[config.mk]
export PLATFORM = sky130hd
export DESIGN_NAME = ibex_prefetch_buffer_nreq
export DESIGN_NICKNAME = d
export VERILOG_FILES = /design/src/rtl/ibex_prefetch_pkg.sv /design/src/rtl/ibex_prefetch_fifo_n.sv /design/src/rtl/ibex_prefetch_buffer_nreq.sv
export SDC_FILE = /design/constraint.sdc
export NUM_CORES = 1
export LEC_CHECK = 0
export CAP_MARGIN = 30
export CORE_MARGIN = 2
export CORE_UTILIZATION = 50
export DETAILED_ROUTE_END_ITERATION = 12
export PLACE_DENSITY = 0.72
export SKIP_CTS_REPAIR_TIMING = 1
export SLEW_MARGIN = 10
export SYNTH_ARGS = -nofsm -noshare
export SYNTH_HDL_FRONTEND = slang
export SYNTH_SLANG_ARGS = --single-unit
export TNS_END_PERCENT = 10
[constraint.sdc]
create_clock -name clk_i -period 12.33 [get_ports clk_i]
set_input_delay 2.466 -clock clk_i [delete_from_list [all_inputs] [get_ports clk_i]]
set_output_delay 2.466 -clock clk_i [all_outputs]
set_load 0.05 [all_outputs]
[src/rtl/ibex_prefetch_pkg.sv]
// Shared types for the N-request prefetch buffer.
//   out_entry_t  : one outstanding bus request (word address, discard-on-return, PMP fault)
//   fifo_entry_t : one fetched word handed to the IF stage (data, address, fetch error)
//   level_width  : bit width of a fill counter able to hold 0..depth
package ibex_prefetch_pkg;

    typedef struct packed {
        logic [31:0] addr;
        logic        discard;
        logic        pmp_err;
    } out_entry_t;

    typedef struct packed {
        logic [31:0] rdata;
        logic [31:0] addr;
        logic        err;
    } fifo_entry_t;

    function automatic int unsigned level_width(input int unsigned depth);
        return $clog2(depth + 1);
    endfunction

endpackage

[src/rtl/ibex_prefetch_fifo_n.sv]
// Shift-register word FIFO for the prefetch buffer.
//   clk_i, rst_i : clock, asynchronous active-high reset
//   clear_i      : flush all entries (wins over push)
//   push_i       : write wdata_i at the tail
//   pop_i        : drop the head entry
//   rdata_o      : head entry, zero while empty
//   valid_o      : head entry valid
//   level_o      : number of stored entries
module ibex_prefetch_fifo_n import ibex_prefetch_pkg::*; #(
    parameter int unsigned DEPTH = 3,
    localparam int unsigned LvlW = level_width(DEPTH)
) (
    input  logic            clk_i,
    input  logic            rst_i,
    input  logic            clear_i,
    input  logic            push_i,
    input  fifo_entry_t     wdata_i,
    input  logic            pop_i,
    output fifo_entry_t     rdata_o,
    output logic            valid_o,
    output logic [LvlW-1:0] level_o
);

    fifo_entry_t     mem_q [DEPTH];
    fifo_entry_t     mem_d [DEPTH];
    logic [LvlW-1:0] level_q, level_d;
    logic            pop_ok;

    always_comb begin
        pop_ok  = pop_i & (level_q != '0);
        mem_d   = mem_q;
        level_d = level_q;
        if (clear_i) begin
            level_d = '0;
        end else begin
            if (pop_ok) begin
                for (int unsigned i = 0; i + 1 < DEPTH; i++) begin
                    mem_d[i] = mem_q[i+1];
                end
                level_d = level_q - LvlW'(1);
            end
            if (push_i) begin
                // Tail slot is the level after any same-cycle pop shift.
                for (int unsigned i = 0; i < DEPTH; i++) begin
                    if (LvlW'(i) == level_d) begin
                        mem_d[i] = wdata_i;
                    end
                end
                level_d = level_d + LvlW'(1);
            end
        end
    end

    always_ff @(posedge clk_i or posedge rst_i) begin
        if (rst_i) begin
            level_q <= '0;
            for (int unsigned i = 0; i < DEPTH; i++) begin
                mem_q[i] <= '0;
            end
        end else begin
            level_q <= level_d;
            mem_q   <= mem_d;
        end
    end

    assign valid_o = (level_q != '0);
    assign rdata_o = valid_o ? mem_q[0] : '0;
    assign level_o = level_q;

    a_no_overflow: assert property (@(posedge clk_i) disable iff (rst_i)
        (push_i && !clear_i && !pop_ok) |-> (32'(level_q) < DEPTH));

endmodule

[src/rtl/ibex_prefetch_buffer_nreq.sv]
// Instruction prefetch buffer with several outstanding OBI requests.
//   req_i/branch_i/addr_i       : fetch enable, redirect + flush, redirect target
//   ready_i/valid_o/rdata_o/... : aligned word output (data, address, error) to the IF stage
//   instr_*                     : OBI instruction bus (req/gnt address phase, rvalid response)
//   busy_o                      : requests outstanding or being issued
//   level_o                     : output FIFO fill count
module ibex_prefetch_buffer_nreq import ibex_prefetch_pkg::*; #(
    parameter int unsigned NUM_REQS    = 2,
    parameter int unsigned FIFO_DEPTH  = 3,
    parameter bit          STOP_ON_ERR = 1'b1,
    localparam int unsigned LvlW = level_width(FIFO_DEPTH),
    localparam int unsigned CntW = $clog2(NUM_REQS + 1)
) (
    input  logic            clk_i,
    input  logic            rst_i,
    input  logic            req_i,
    input  logic            branch_i,
    input  logic [31:0]     addr_i,
    input  logic            ready_i,
    output logic            valid_o,
    output logic [31:0]     rdata_o,
    output logic [31:0]     addr_o,
    output logic            err_o,
    output logic            instr_req_o,
    input  logic            instr_gnt_i,
    output logic [31:0]     instr_addr_o,
    input  logic [31:0]     instr_rdata_i,
    input  logic            instr_err_i,
    input  logic            instr_pmp_err_i,
    input  logic            instr_rvalid_i,
    output logic            busy_o,
    output logic [LvlW-1:0] level_o
);

    out_entry_t      out_q [NUM_REQS];
    out_entry_t      out_d [NUM_REQS];
    logic [CntW-1:0] out_cnt_q, out_cnt_d, cnt_after_pop;
    logic            held_q, held_d;
    logic            held_discard_q, held_discard_d;
    logic [31:0]     held_addr_q, held_addr_d;
    logic [31:0]     fetch_addr_q, fetch_addr_d;
    logic            stop_q, stop_d;

    logic            gnt_ok, new_req, push_out, pop_out;
    logic            fifo_push, fifo_pop, fifo_valid;
    logic [31:0]     addr_mux;
    logic [LvlW-1:0] level;
    out_entry_t      head, push_entry;
    fifo_entry_t     fifo_wdata, fifo_rdata;

    always_comb begin
        // A PMP-faulted address phase never reaches the bus, so it counts as granted.
        gnt_ok  = instr_gnt_i | instr_pmp_err_i;
        new_req = req_i & ~stop_q & (32'(out_cnt_q) < NUM_REQS)
                & (((32'(level) + 32'(out_cnt_q)) < FIFO_DEPTH) | branch_i);
        instr_req_o  = held_q | new_req;
        addr_mux     = held_q ? held_addr_q : (branch_i ? addr_i : fetch_addr_q);
        instr_addr_o = {addr_mux[31:2], 2'b00};
        busy_o       = (out_cnt_q != '0) | instr_req_o;

        head     = out_q[0];
        pop_out  = (out_cnt_q != '0) & (instr_rvalid_i | head.pmp_err);
        push_out = instr_req_o & gnt_ok;

        push_entry.addr    = instr_addr_o;
        push_entry.discard = held_q & (held_discard_q | branch_i);
        push_entry.pmp_err = instr_pmp_err_i;

        // Outstanding queue: pop shift, branch discard, then push at the new tail.
        out_d         = out_q;
        cnt_after_pop = out_cnt_q;
        if (pop_out) begin
            for (int unsigned i = 0; i + 1 < NUM_REQS; i++) begin
                out_d[i] = out_q[i+1];
            end
            cnt_after_pop = out_cnt_q - CntW'(1);
        end
        if (branch_i) begin
            for (int unsigned i = 0; i < NUM_REQS; i++) begin
                out_d[i].discard = 1'b1;
            end
        end
        if (push_out) begin
            for (int unsigned i = 0; i < NUM_REQS; i++) begin
                if (CntW'(i) == cnt_after_pop) begin
                    out_d[i] = push_entry;
                end
            end
        end
        out_cnt_d = cnt_after_pop + CntW'(push_out);

        // An ungranted request must keep address stable; a branch only marks it for discard.
        held_d         = held_q;
        held_addr_d    = held_addr_q;
        held_discard_d = held_discard_q;
        if (instr_req_o & ~gnt_ok) begin
            held_d         = 1'b1;
            held_addr_d    = instr_addr_o;
            held_discard_d = held_q & (held_discard_q | branch_i);
        end else begin
            held_d         = 1'b0;
            held_discard_d = 1'b0;
        end

        fetch_addr_d = fetch_addr_q;
        if (branch_i) begin
            fetch_addr_d = {addr_i[31:2], 2'b00} + ((new_req & ~held_q) ? 32'd4 : 32'd0);
        end else if (new_req & ~held_q) begin
            fetch_addr_d = fetch_addr_q + 32'd4;
        end

        // Responses popped in a branch cycle belong to the old stream.
        fifo_push        = pop_out & ~head.discard & ~branch_i;
        fifo_wdata.rdata = instr_rdata_i;
        fifo_wdata.addr  = head.addr;
        fifo_wdata.err   = instr_err_i | head.pmp_err;
        fifo_pop         = fifo_valid & ready_i;

        stop_d = STOP_ON_ERR ? (~branch_i & (stop_q | (fifo_push & fifo_wdata.err))) : 1'b0;
    end

    always_ff @(posedge clk_i or posedge rst_i) begin
        if (rst_i) begin
            out_cnt_q      <= '0;
            held_q         <= 1'b0;
            held_discard_q <= 1'b0;
            held_addr_q    <= '0;
            fetch_addr_q   <= '0;
            stop_q         <= 1'b0;
            for (int unsigned i = 0; i < NUM_REQS; i++) begin
                out_q[i] <= '0;
            end
        end else begin
            out_cnt_q      <= out_cnt_d;
            held_q         <= held_d;
            held_discard_q <= held_discard_d;
            held_addr_q    <= held_addr_d;
            fetch_addr_q   <= fetch_addr_d;
            stop_q         <= stop_d;
            out_q          <= out_d;
        end
    end

    ibex_prefetch_fifo_n #(
        .DEPTH (FIFO_DEPTH)
    ) u_fifo (
        .clk_i   (clk_i),
        .rst_i   (rst_i),
        .clear_i (branch_i),
        .push_i  (fifo_push),
        .wdata_i (fifo_wdata),
        .pop_i   (fifo_pop),
        .rdata_o (fifo_rdata),
        .valid_o (fifo_valid),
        .level_o (level)
    );

    assign valid_o = fifo_valid;
    assign rdata_o = fifo_rdata.rdata;
    assign addr_o  = fifo_rdata.addr;
    assign err_o   = fifo_rdata.err;
    assign level_o = level;

    a_no_stray_rvalid: assert property (@(posedge clk_i) disable iff (rst_i)
        instr_rvalid_i |-> (out_cnt_q != '0));
    a_push_has_room: assert property (@(posedge clk_i) disable iff (rst_i)
        push_out |-> (32'(cnt_after_pop) < NUM_REQS));

endmodule

==> summary.txt <==
Detailed routing
  – DRC: 0
  – DR WL/cell: 18.50 um
  – Vias/cell: 5.788
  – WL final: 38250 um
  – Drt initial violations: 828
  – Drt first pass iters: 7
  – Post-DRT Antenna Nets: 0
  – Via Count: 11970

Setup path
  – Worst Setup EP: instr_addr_o[30]
  – Slowest stage delay, CP: 0.82 ns
  – Crit. End Element: output port
  – Worst Setup Start Kind: input port
  – Arrival time of the worst setup path: 5.01 ns
  – Critical Path Source: branch_i
  – Worst R2R Path Depth: 13
  – Crit Reg-Reg Startpoint: u_fifo.level_o[1]
  – Critical path class: input port to output port
  – Most frequent CP cell: buf_4
  – Crit path cell chain: buf_4 > buf_4 > nand2_1 > a21boi_0 > o21a_1 > inv_1 > clkdlybuf4s50_1
  – Worst Path Max Fanout: 60
  – R2R Path End: u_fifo.mem_q[181]
  – Slowest CP cell: clkdlybuf4s50_1
  – Reg2reg setup slack: 7.79 ns
  – WP data required: 9.86 ns

Finish
  – Filler Cells Inserted: 2615
  – Fin area: 0.01894 mm2
  – Commonest non-fill, non-tap cell in the layout: dfrtp_1
  – Nets: 1728
  – Most frequent cells in the layout: dfrtp_1 (327), clkdlybuf4s50_1 (169), nor2_1 (153)
  – Register area: 0.008209 mm2
  – Diodes inserted: 0
  – Footprint of the multi-input gates: 0.006952 mm2
  – Share of layout cells above drive strength 1: 11.58%
  – Layout area overhead: 19.71%

Pwr
  – Cell Int Power: 0.002937 W
  – Seq pwr share: 37.3%
  – Final Total Pwr: 0.004852 W
  – Net Switching: 0.001916 W
  – Combinational share of power: 41.5%
  – Clock power share: 21.2%
  – Net Sw Frac: 39.48%
  – Leakage power: 8.400 nW
  – Power Density: 256.2 mW/mm2
  – Max rail drop VDD: 0.1563 mV

Synthesis
  – Mapped Cells: 1525
  – Synth top area share: 51.88%
  – Largest cells by area after synthesis: dfrtp_1 (52%), mux2_2 (7.1%), mux2i_1 (7.0%)
  – Leading area contributor after synthesis: dfrtp_1
  – Post-Syn Area per Cell: 10.37 um2
  – Main flop type after synthesis: dfrtp_1
  – EDFF count, synth: 0
  – Post-synthesis sequential area ratio: 51.88%
  – Async S/R FF share, synth: 100.0%
  – Cell area after synthesis: 0.01582 mm2
  – Synth Register Bits: 328
  – Ys Warns: 0
  – Synth cell types: 54

Global routing
  – Number of global-route vias before repair: 11572
  – Largest net degree at the start of global routing: 117
  – GRT Residual Overflow: 0
  – Global-route wire length before repair: 61810 um
  – Initial antenna violation count: 0
  – Total GRT Usage: 23.00%

Timing
  – Final Skew: 0.008017 ns
  – Final Hold Viols: 0
  – RSZ-0062 raised after global routing: no
  – Final Cycle Share: 60.64%
  – Worst Max-Slew Pin Slew: 0.9188 ns
  – Minimum clock period: 7.477 ns
  – Worst relative slew slack: 38.75%
  – Max Slew Vio Count: 0
  – Fmax: 133.7 MHz
  – Setup TNS: 0 ns
  – Final setup fails: 0

Clock network
  – Clock Latency Late Sink: 0.50 ns
  – Sinks on Clock Net: 328
  – Longest Clk Path Bufs: 3
  – H-tree Lvls: 2
  – CTS tree: done
  – Worst-path clk slew: 0.05 ns
  – Clock buffer count from CTS: 36
  – Root Buffer: clkbuf_16

Floorplan
  – Core area: 0.03139 mm2
  – Num rows: 65
  – Die W: 181.9 um
  – I/O pin count: 175
  – Die Y: 181.9 um
  – Initial core utilization: 50.39%
  – Die Area: 0.03308 mm2

Min path
  – Hold crit path type: flip-flop to flip-flop

Placed design
  – Hpwl dp: 23670 um
  – I/O Buffers: 170
  – Gpl congestion: 0.8223
  – Placed cell areas: 0.01773 mm2

Outcome
  – Status: finished clean

Run
  – Maxcap violations: 0
## per-stage QoR
| step | std cells | utilization (%) | setup slack, ns | hold slack (ns) |
|---|---|---|---|---|
| after floorplan | 1526 | - | 0.7809 | 0.4497 |
| after detailed placement | 2005 | 56.48 | 4.898 | 0.4711 |
| final | 2068 | 60.33 | 4.853 | 0.4796 |
| after global routing | 2068 | 60.33 | 4.761 | 0.5095 |
| after global placement | 2002 | 56.29 | 4.914 | 0.4624 |
| after CTS | 2065 | 60.06 | 4.868 | 0.4838 |
## power by group through the flow
stage	Combinational [W]	Clock, W	Sequential [W]
detailed placement	0.00201	0	0.00182
CTS	0.00202	0.00105	0.00180
global route	0.00218	0.00110	0.00186
global placement	0.00195	0	0.00180
floorplan	0.00150	0	0.00174
finish	0.00201	0.00103	0.00181
## state kept, by name (all words and copies together), names as in the netlist
name,count
u_fifo.level_o,2
fetch_addr_q,30
out_q,32
u_fifo.mem_q,195
head,2
fifo_wdata,32
stop_q,1
held_q,1
out_cnt_q,2
held_discard_q,1
held_addr_q,30
## cell usage after synthesis (2+ instances only)
| library cell | number |
|---|---|
| a21oi_1 | 136 |
| and2_1 | 3 |
| and3_1 | 7 |
| and4_1 | 6 |
| buf_1 | 13 |
| buf_2 | 34 |
| buf_4 | 16 |
| clkbuf_1 | 46 |
| dfrtp_1 | 328 |
| ha_1 | 10 |
| inv_1 | 51 |
| mux2_2 | 100 |
| mux2i_1 | 111 |
| nand2_1 | 88 |
| nand2b_1 | 2 |
| nand3_1 | 19 |
| nand3b_1 | 2 |
| nand4_1 | 20 |
| nand4b_1 | 2 |
| nor2_1 | 153 |
| nor2b_1 | 67 |
| nor3_1 | 15 |
| nor4_1 | 6 |
| nor4b_1 | 2 |
| o211ai_1 | 3 |
| o21a_1 | 30 |
| o21ai_0 | 40 |
| o21ai_1 | 3 |
| o22ai_1 | 127 |
| o32ai_1 | 2 |
| or2_2 | 4 |
| or4_1 | 3 |
| xnor2_1 | 26 |
| xor2_1 | 30 |
## final cells by class
cell class,instances,share of cell area [%]
tap,402,2.656
clock inverter,5,0.2775
inverter,51,1.064
sequential,328,43.35
timing repair buffer,190,10.28
multi-input combinational,1037,36.71
clock buffer,55,5.669
## logic make-up (layout without fill, tap and decap cells)
kind of cell | count (synthesis) | count (layout) | synth area share (%)
xor+xnor | 56 | 56 | 3.100
compound gates | 350 | 350 | 12.94
flops | 328 | 328 | 51.88
buf+inv | 161 | 301 | 4.516
other cells | 1 | 2 | 0.02370
mux | 212 | 212 | 14.21
simple gates | 406 | 406 | 12.41
fa+ha+maj | 11 | 11 | 0.9174
## worst min path at each step
stage | cells past startpoint | end | from | slack, ns
detailed placement | 2 | held_addr_q[18] | held_addr_q[18] | 0.47
global route | 2 | held_addr_q[15] | held_addr_q[15] | 0.51
finish | 2 | held_addr_q[15] | held_addr_q[15] | 0.48
global placement | 2 | held_addr_q[9] | held_addr_q[9] | 0.46
CTS | 2 | held_addr_q[13] | held_addr_q[13] | 0.48
floorplan | 2 | held_addr_q[10] | held_addr_q[10] | 0.45
## worst max-delay path: cells and delay by family
kind                   cells  cell delay [ns]
AO/OA/AOI/OAI              2             0.48
AND/OR/NAND/NOR            1             0.13
buffers and inverters      4             1.92
## metal layers
layer | GRT usage [%] | part of all wire [%] | up-vias
li1 | - | - | 5611
met1 | 34.25 | 48 | 5943
met2 | 36.46 | 45 | 371
met3 | 2.948 | 5.6 | 45
met4 | 4.484 | 1.5 | 0
met5 | 0 | 0 | -
Power figures use the tool's default switching activity.
